==> src/rtl/mem_wb_skid.sv <==
`timescale 1ns/1ps
`default_nettype none
// ============================================================================
// Module   : mem_wb_skid
// Purpose  : MEM/WB pipeline stage with a valid/ready handshake and a
//            2-entry skid buffer (head + skid). A stalled write-back never
//            drops or duplicates an instruction. Supports NWB GPR
//            write-back ports, an optional HI/LO channel, synchronous flush
//            and suppression of writes to GPR r0.
// Ports    : clk, rst        - clock, synchronous active-high reset
//            flush           - discard all buffered entries
//            in_valid/ready  - MEM-side handshake
//            in_wreg/waddr/wdata, in_whilo/hi/lo - incoming payload
//            out_valid/ready - WB-side handshake
//            out_wreg/waddr/wdata, out_whilo/hi/lo - head entry payload
//            occupancy       - number of stored entries (0..2)
// Revision : 1.0 - initial release
// ============================================================================
module mem_wb_skid #(
  parameter int DATA_W  = 32,
  parameter int ADDR_W  = 5,
  parameter int NWB     = 1,
  parameter int HILO_EN = 1
) (
  input  logic                  clk,
  input  logic                  rst,
  input  logic                  flush,
  // MEM side
  input  logic                  in_valid,
  output logic                  in_ready,
  input  logic [NWB-1:0]        in_wreg,
  input  logic [NWB*ADDR_W-1:0] in_waddr,
  input  logic [NWB*DATA_W-1:0] in_wdata,
  input  logic                  in_whilo,
  input  logic [DATA_W-1:0]     in_hi,
  input  logic [DATA_W-1:0]     in_lo,
  // WB side
  output logic                  out_valid,
  input  logic                  out_ready,
  output logic [NWB-1:0]        out_wreg,
  output logic [NWB*ADDR_W-1:0] out_waddr,
  output logic [NWB*DATA_W-1:0] out_wdata,
  output logic                  out_whilo,
  output logic [DATA_W-1:0]     out_hi,
  output logic [DATA_W-1:0]     out_lo,
  output logic [1:0]            occupancy
);

  // --------------------------------------------------------------------------
  // State encoding doubles as the occupancy count.
  // --------------------------------------------------------------------------
  typedef enum logic [1:0] {
    ST_EMPTY = 2'd0,
    ST_ONE   = 2'd1,
    ST_TWO   = 2'd2
  } state_t;

  state_t r_state;
  state_t w_state_nxt;

  logic w_in_fire;
  logic w_out_fire;
  logic w_load_head_in;    // head <= incoming payload
  logic w_load_head_skid;  // head <= skid entry
  logic w_load_skid;       // skid <= incoming payload

  // GPR payload storage
  logic [NWB-1:0]        r_head_wreg;
  logic [NWB*ADDR_W-1:0] r_head_waddr;
  logic [NWB*DATA_W-1:0] r_head_wdata;
  logic [NWB-1:0]        r_skid_wreg;
  logic [NWB*ADDR_W-1:0] r_skid_waddr;
  logic [NWB*DATA_W-1:0] r_skid_wdata;

  // Write enables after r0 suppression
  logic [NWB-1:0]        w_cap_wreg;

  // --------------------------------------------------------------------------
  // Handshake decode: both ready and valid come from registered state only,
  // so there is no combinational path from out_ready to in_ready nor from
  // any input to any output.
  // --------------------------------------------------------------------------
  assign in_ready   = (r_state != ST_TWO);
  assign out_valid  = (r_state != ST_EMPTY);
  assign occupancy  = r_state;
  assign w_in_fire  = in_valid & in_ready;
  assign w_out_fire = out_valid & out_ready;

  // --------------------------------------------------------------------------
  // Next-state and load-select logic
  // --------------------------------------------------------------------------
  always_comb begin
    w_state_nxt      = r_state;
    w_load_head_in   = 1'b0;
    w_load_head_skid = 1'b0;
    w_load_skid      = 1'b0;
    case (r_state)
      ST_EMPTY: begin
        if (w_in_fire) begin
          w_state_nxt    = ST_ONE;
          w_load_head_in = 1'b1;
        end
      end
      ST_ONE: begin
        if (w_in_fire && w_out_fire) begin
          // Head drains while a new entry replaces it in the same cycle.
          w_load_head_in = 1'b1;
        end else if (w_in_fire) begin
          // Head is stalled; the in-flight transfer lands in the skid slot.
          w_state_nxt = ST_TWO;
          w_load_skid = 1'b1;
        end else if (w_out_fire) begin
          w_state_nxt = ST_EMPTY;
        end
      end
      ST_TWO: begin
        // in_ready is low here, so in_valid is ignored.
        if (w_out_fire) begin
          w_state_nxt      = ST_ONE;
          w_load_head_skid = 1'b1;
        end
      end
      default: begin
        w_state_nxt = ST_EMPTY;
      end
    endcase
  end

  always_ff @(posedge clk) begin
    if (rst) begin
      r_state <= ST_EMPTY;
    end else if (flush) begin
      r_state <= ST_EMPTY;
    end else begin
      r_state <= w_state_nxt;
    end
  end

  // --------------------------------------------------------------------------
  // r0 suppression on capture: the enable is dropped, address/data are kept.
  // --------------------------------------------------------------------------
  generate
    for (genvar k = 0; k < NWB; k++) begin : g_r0_sup
      assign w_cap_wreg[k] = in_wreg[k] &
                             (in_waddr[k*ADDR_W +: ADDR_W] != '0);
    end
  endgenerate

  // --------------------------------------------------------------------------
  // GPR write enables: flush clears them so no stale enable can survive.
  // --------------------------------------------------------------------------
  always_ff @(posedge clk) begin
    if (rst) begin
      r_head_wreg <= '0;
      r_skid_wreg <= '0;
    end else if (flush) begin
      r_head_wreg <= '0;
      r_skid_wreg <= '0;
    end else begin
      if (w_load_head_in) begin
        r_head_wreg <= w_cap_wreg;
      end else if (w_load_head_skid) begin
        r_head_wreg <= r_skid_wreg;
      end
      if (w_load_skid) begin
        r_skid_wreg <= w_cap_wreg;
      end
    end
  end

  // GPR address/data: held through flush so the bubble outputs stay stable.
  always_ff @(posedge clk) begin
    if (rst) begin
      r_head_waddr <= '0;
      r_head_wdata <= '0;
      r_skid_waddr <= '0;
      r_skid_wdata <= '0;
    end else if (!flush) begin
      if (w_load_head_in) begin
        r_head_waddr <= in_waddr;
        r_head_wdata <= in_wdata;
      end else if (w_load_head_skid) begin
        r_head_waddr <= r_skid_waddr;
        r_head_wdata <= r_skid_wdata;
      end
      if (w_load_skid) begin
        r_skid_waddr <= in_waddr;
        r_skid_wdata <= in_wdata;
      end
    end
  end

  // Enables are gated by out_valid so a bubble never writes back.
  assign out_wreg  = r_head_wreg & {NWB{out_valid}};
  assign out_waddr = r_head_waddr;
  assign out_wdata = r_head_wdata;

  // --------------------------------------------------------------------------
  // Optional HI/LO channel
  // --------------------------------------------------------------------------
  generate
    if (HILO_EN != 0) begin : g_hilo
      logic              r_head_whilo;
      logic [DATA_W-1:0] r_head_hi;
      logic [DATA_W-1:0] r_head_lo;
      logic              r_skid_whilo;
      logic [DATA_W-1:0] r_skid_hi;
      logic [DATA_W-1:0] r_skid_lo;

      always_ff @(posedge clk) begin
        if (rst) begin
          r_head_whilo <= 1'b0;
          r_skid_whilo <= 1'b0;
        end else if (flush) begin
          r_head_whilo <= 1'b0;
          r_skid_whilo <= 1'b0;
        end else begin
          if (w_load_head_in) begin
            r_head_whilo <= in_whilo;
          end else if (w_load_head_skid) begin
            r_head_whilo <= r_skid_whilo;
          end
          if (w_load_skid) begin
            r_skid_whilo <= in_whilo;
          end
        end
      end

      always_ff @(posedge clk) begin
        if (rst) begin
          r_head_hi <= '0;
          r_head_lo <= '0;
          r_skid_hi <= '0;
          r_skid_lo <= '0;
        end else if (!flush) begin
          if (w_load_head_in) begin
            r_head_hi <= in_hi;
            r_head_lo <= in_lo;
          end else if (w_load_head_skid) begin
            r_head_hi <= r_skid_hi;
            r_head_lo <= r_skid_lo;
          end
          if (w_load_skid) begin
            r_skid_hi <= in_hi;
            r_skid_lo <= in_lo;
          end
        end
      end

      assign out_whilo = r_head_whilo & out_valid;
      assign out_hi    = r_head_hi;
      assign out_lo    = r_head_lo;
    end else begin : g_no_hilo
      // HI/LO inputs are deliberately ignored in this configuration.
      logic w_hilo_unused;
      assign w_hilo_unused = ^{in_whilo, in_hi, in_lo};

      assign out_whilo = 1'b0;
      assign out_hi    = '0;
      assign out_lo    = '0;
    end
  endgenerate

endmodule
`default_nettype wire

==> config.mk <==
export PLATFORM = sky130hd
export DESIGN_NAME = mem_wb_skid
export DESIGN_NICKNAME = d
export VERILOG_FILES = /design/src/rtl/mem_wb_skid.sv
export SDC_FILE = /design/constraint.sdc
export NUM_CORES = 1
export LEC_CHECK = 0
export BUFFER_PORTS_ARGS = -buffer_cell sky130_fd_sc_hd__clkbuf_2
export CORE_AREA = 2 2 125 127
export CTS_CLUSTER_DIAMETER = 100
export CTS_CLUSTER_SIZE = 28
export DETAILED_ROUTE_END_ITERATION = 10
export DIE_AREA = 0 0 127 129
export HOLD_SLACK_MARGIN = 0.05
export PLACE_DENSITY = 0.82
export SLEW_MARGIN = 0
export SYNTH_ARGS = -nofsm -noshare
export SYNTH_HDL_FRONTEND = slang
export SYNTH_SLANG_ARGS = --single-unit
==> constraint.sdc <==
create_clock -name clk -period 4.3 [get_ports clk]
set_input_delay 0.645 -clock clk [delete_from_list [all_inputs] [get_ports clk]]
set_output_delay 0.645 -clock clk [all_outputs]
set_load 0.005 [all_outputs]
# [After elaboration in Yosys (flattened, before gate mapping)]
# Cells that the tools add are included.
[op_classes] addsub=0 n_mul=0 n_div=0 magnitude_cmp=0 eq_ne=7 n_shift=0 n_mux=25 n_bitwise=6 reduce_logical=9
[ops] cell="32-bit 2-to-1 mux" count=6
[ops] cell="1-bit 2-to-1 mux" count=10
[ops] cell="2-bit 2-to-1 mux" count=5
[ops] cell="5-bit 2-to-1 mux" count=2
[ops] cell="2-bit != test, second input constant" count=4
[ops] cell="2-bit one-hot mux with 3 select lines" count=1
[ops] cell="1-bit AND" count=5
[ops] cell="5-bit nonzero test" count=1
[ops] cell="2-bit AND reduction" count=2
[ops] cell="4-bit AND reduction" count=1
[ops] cell="2-bit nonzero test" count=2
[ops] cell="3-bit != test, second input constant" count=1
[ops] cell="2-bit by 1-bit == test with 1-bit output, second input constant" count=1
[ops] cell="2-bit == test, second input constant" count=1
[ops] cell="2-bit logical NOT" count=1
[ops] cell="1-bit one-hot mux with 2 select lines" count=1
[ops] cell="2-bit OR reduction" count=1
[ops] cell="1-bit logical AND" count=1
[ops] cell="1-bit NOT" count=1
[word_totals] reg_bits=208 latch_bits=0 ramBits=0 rom_bits=0 inputBits=108 elab_cells=60 n_memories=0

# [Logic depth before layout (Yosys ltp)]
[logic_depth] ltp_word=7 mapped_depth=7 depth_no_buf=4

# [Least setup slack after synthesis]
# No wires, ideal clock.
[synth_timing] kind="input -> register" startpoint="input port out_ready" endpoint="register r_head_wdata[1] (netlist: out_wdata[1])" arrival_time_ns=1.719 t_required_ns=4.157 path_slack_ns=2.438 cell_stages=7 n_path_buf=3 path_cell_list="nand2b_2 and2_1 buf_4 nand2b_1 buf_2 clkbuf_1 a221oi_1"
[synth_via] elab_chain_cells=6 elab_cells_between_ends=9 classes_between="mux (5); bitwise (1); reduce/logical (3)"
[synth_lines] item="from (decl)" line_no="39" rtl="input logic out_ready,"
[synth_lines] item="1-bit AND *" line_no="87" rtl="assign w_out_fire = out_valid & out_ready;"
[synth_lines] item="1-bit logical AND" line_no="105" rtl="if (w_in_fire && w_out_fire) begin"
[synth_lines] item="1-bit 2-to-1 mux" line_no="105"
[synth_lines] item="1-bit one-hot mux with 2 select lines" line_no="97" rtl="case (r_state)"
[synth_lines] item="2-bit nonzero test (no line)"
[synth_lines] item="2-bit AND reduction (no line)"
[synth_lines] item="to (signal assigned)" line_no="181" rtl="r_head_wdata <= in_wdata;"
[synth_lines] item="to (signal assigned)" line_no="184" rtl="r_head_wdata <= r_skid_wdata;"
[synth_lines] item="to (decl)" line_no="70" rtl="logic [NWB*DATA_W-1:0] r_head_wdata;"
# Mark *: on every way between the ends. The rest lies on a longest branch, timed or not.
# A chain may end at the register's enable or synchronous reset.

# [Final worst setup path]
[layout_timing] startpoint="register r_state[1] (netlist: occupancy[1])" endpoint="register g_hilo.r_skid_lo[29]"
[layout_via] elab_chain_cells=6 elab_cells_between_ends=10 classes_between="eq/ne (2); mux (3); bitwise (2); reduce/logical (3)"
[layout_lines] item="from (decl)" line_no="58" rtl="state_t r_state;"
[layout_lines] item="from (signal assigned)" line_no="135" rtl="r_state <= w_state_nxt;"
[layout_lines] item="2-bit != test or 2-bit nonzero test (tied branches)" line_no="83, 84"
[layout_lines] item="1-bit AND (on tied branches)" line_no="86, 87"
[layout_lines] item="1-bit 2-to-1 mux or 1-bit logical AND (tied branches)" line_no="108, 105"
[layout_lines] item="1-bit 2-to-1 mux" line_no="105"
[layout_lines] item="1-bit 2-to-1 mux *" line_no="97"
[layout_lines] item="2-bit AND reduction (no line) *"
[layout_lines] item="to (signal assigned)" line_no="245" rtl="r_skid_lo <= in_lo;"
[layout_lines] item="to (decl)" line_no="208" rtl="logic [DATA_W-1:0] r_skid_lo;"
# Marked as above.

==> flow_summary.toml <==
[worst_setup_path]
startpoint_type = "register"
cp_data_arrival_time_ns = 2.74
r2r_setup_slack_ns = 1.93
r2r-start = "occupancy[1]$_SDFFE_PP0P_"
ff2ff_path_depth = 5
rr_endpoint = "g_hilo.r_skid_lo[29]$_SDFFE_PP0P_"
required_ns = 4.67
cp_max_fo = 79
endpoint_kind = "register"
critical_path_class = "register to register"

[clock_network]
clk_pin_slew_ns = 0.10
numCtsBuffers = 11
htree_levels = 1
cts.sinks = 208
cts_setup_buffers = 0
postCtsHoldBufs = 0
cts_root_buf = "clkbuf_16"
clockBufferDepth = 3
cts_tree = "yes"
clk_latency_ns = 0.46
cts_resized = 0

[place]
placed_area_um2 = 9410
globalplace.congestion = 0.798
dp_hpwl_um = 12000
portBuffers = 214

[yosys]
syn-num-nets = 1050
synth_edf_count = 0
synth_compound_area_share_pct = 17.4
synth_area_um2 = 8450
yosys.cell_types.count = 29
synth-xor-area-share_pct = 0
ys_seq_area_share_pct = 49.3
synthSimpleGateAreaFrac_pct = 15.3
synthMuxAreaShare_pct = 12.1
synth_top_family_by_area = "compound AO/OA/AOI/OAI gates"
synthTopCellsByArea = "dfxtp_1, mux2i_1, a221oi_1"
synth_fa_ha_area_share_pct = 0
syn_avg_cell_area_um2 = 8.97
synth-async-reset-ratio_pct = 0
synth_largest_area_cell = "dfxtp_1"
ys_seq_elements = 208
yosysTopAreaCellShare_pct = 49.3
syn-instance-count = 942
synth_flop_cell = "dfxtp_1"
synth_warnings = 0

[timing]
setup_violations = 0
worst_pin_slew_ns = 1.10
finalMaxSlewViolations = 0
finalClockSkew_ns = 0.0212
maxSlewHeadroom_pct = 26.4
timing.final.crit_share_pct = 55.1
period_needed_ns = 2.37
final-hold-violation-count = 0
rsz0062_at_grt = "false"
fmax_ghz = 0.422
final.setup.tns_ns = 0

[global_route]
grt_pass1_vias = 6528
grt_overflow_total = 0
grt_max_degree = 107
grtUsageTotal_pct = 23.3
grt_antenna_before_repair = 0
grt_first_pass_wirelength_um = 32100

[detailed_routing]
drtAntennaViolNets = 0
dr.pass1.iters = 5
first_iter_violations = 592
viasPerCell = 5.73
routed_wirelength_um = 20100
wl_per_cell_um = 15.8
vias = 7297
drc_errors = 0

[floorplanning]
die_h_um = 129
io_pins = 215
num_rows = 45
start_util_pct = 56.4
die-width_um = 127
die-area_um2 = 16400
core_area_um2 = 15000

[layout]
final_cell_mix = "clkbuf_2, dfxtp_1, nand2_1, nor2_1, a21oi_1"
nNetsFinal = 1195
antenna_cells = 0
final_layout_size_suffix_gt1_share_pct = 22.8
final_cell_area_um2 = 9700
final_common_cell = "clkbuf_2"
fillCellCount = 1224
syn_to_final_growth_pct = 14.8

[power]
vdd_drop_max_uv = 296
power.density_nw_per_um2 = 365
p_leak_nw = 3.89

[worst_hold_path]
holdCritPathClass = "primary input to register"
min_from = "in_wdata[6]"
holdPathStages = 3
hold-path-endpoint = "r_skid_wdata[6]$_SDFFE_PP0P_"

[run]
drv_cap = 0

[status]
status = "completed"
-- routing by layer --
metal | up-vias | global-route usage, % | share of wire, %
met4 | 0 | 4.33 | 1.3
met3 | 22 | 5.03 | 7.3
met2 | 236 | 38.8 | 48
met1 | 3456 | 31.6 | 43
met5 | - | 0 | 0
li1 | 3583 | - | -
-- final cells by class --
type                            count  area (um^2)  share of cell area, %
Clock inverter                      1         16.3                  0.168
Multi-Input combinational cell    642         3820                   39.4
Inverter                            1         3.75                 0.0387
Timing Repair Buffer              223         1180                   12.2
Tap cell                          188          235                   2.43
Sequential cell                   208         4160                   42.9
Clock buffer                       11          275                   2.84
-- cells in the mapped netlist (all sizes together), types with 2 or more instances --
cell      n
clkbuf   43
a221oi  101
a22oi     2
a21oi   105
nor2    106
dfxtp   208
or2       3
nand2b    3
o21ai     3
nand2   205
and2      3
mux2i   102
buf      48
nor2b     2
-- sequential cells by signal, indices dropped and copies added, names as in the netlist, 5 cells and up --
signal            count
g_hilo.r_skid_hi     32
g_hilo.r_skid_lo     32
out_hi               32
out_lo               32
out_wdata            32
r_skid_wdata         32
out_waddr             5
r_skid_waddr          5
-- critical path, stage by stage (launching register included) --
cell and delay (ns):
dfxtp_1 0.50, nand4bb_1 0.36, or2_4 0.83, buf_4 0.33
nand2_1 0.08, a21oi_1 0.16
-- stage by stage --
stage | power, mW | worst slack [ns] | util [%] | instances | hold slack [ns]
3_3_place_gp | 2.51 | 1.80 | 62.8 | 1262 | 0.441
4_1_cts | 3.57 | 1.96 | 64.8 | 1274 | 0.404
3_5_place_dp | 2.51 | 1.72 | 62.8 | 1262 | 0.446
6_report | 3.54 | 1.93 | 64.8 | 1274 | 0.416
2_1_floorplan | 2.34 | 2.44 | - | 942 | 0.432
5_1_grt | 3.68 | 1.78 | 64.8 | 1274 | 0.409
-- power breakdown --
group | switching [mW] | internal (mW) | total, mW
registers | 0.0437 | 2.00 | 2.05
logic | 0.231 | 0.194 | 0.426
clock network | 0.595 | 0.473 | 1.07
-- logic make-up after synthesis --
group,Yosys count
compound gates,213
buf+inv,92
flops,208
mux,102
simple gates,327
-- how the worst max path moves through the flow --
stage | startpoint | end | slack (ns) | cells past startpoint
after floorplan | out_ready | out_wdata[1]$_SDFFE_PP0P_ | 2.44 | 7
after global placement | out_ready | g_hilo.r_skid_hi[4]$_SDFFE_PP0P_ | 1.80 | 6
after detailed placement | out_ready | g_hilo.r_skid_hi[3]$_SDFFE_PP0P_ | 1.72 | 6
after CTS | occupancy[1]$_SDFFE_PP0P_ | g_hilo.r_skid_lo[29]$_SDFFE_PP0P_ | 1.96 | 5
after global routing | occupancy[1]$_SDFFE_PP0P_ | g_hilo.r_skid_lo[29]$_SDFFE_PP0P_ | 1.78 | 5
final | occupancy[1]$_SDFFE_PP0P_ | g_hilo.r_skid_lo[29]$_SDFFE_PP0P_ | 1.93 | 5
(Power assumes the default switching activity.)
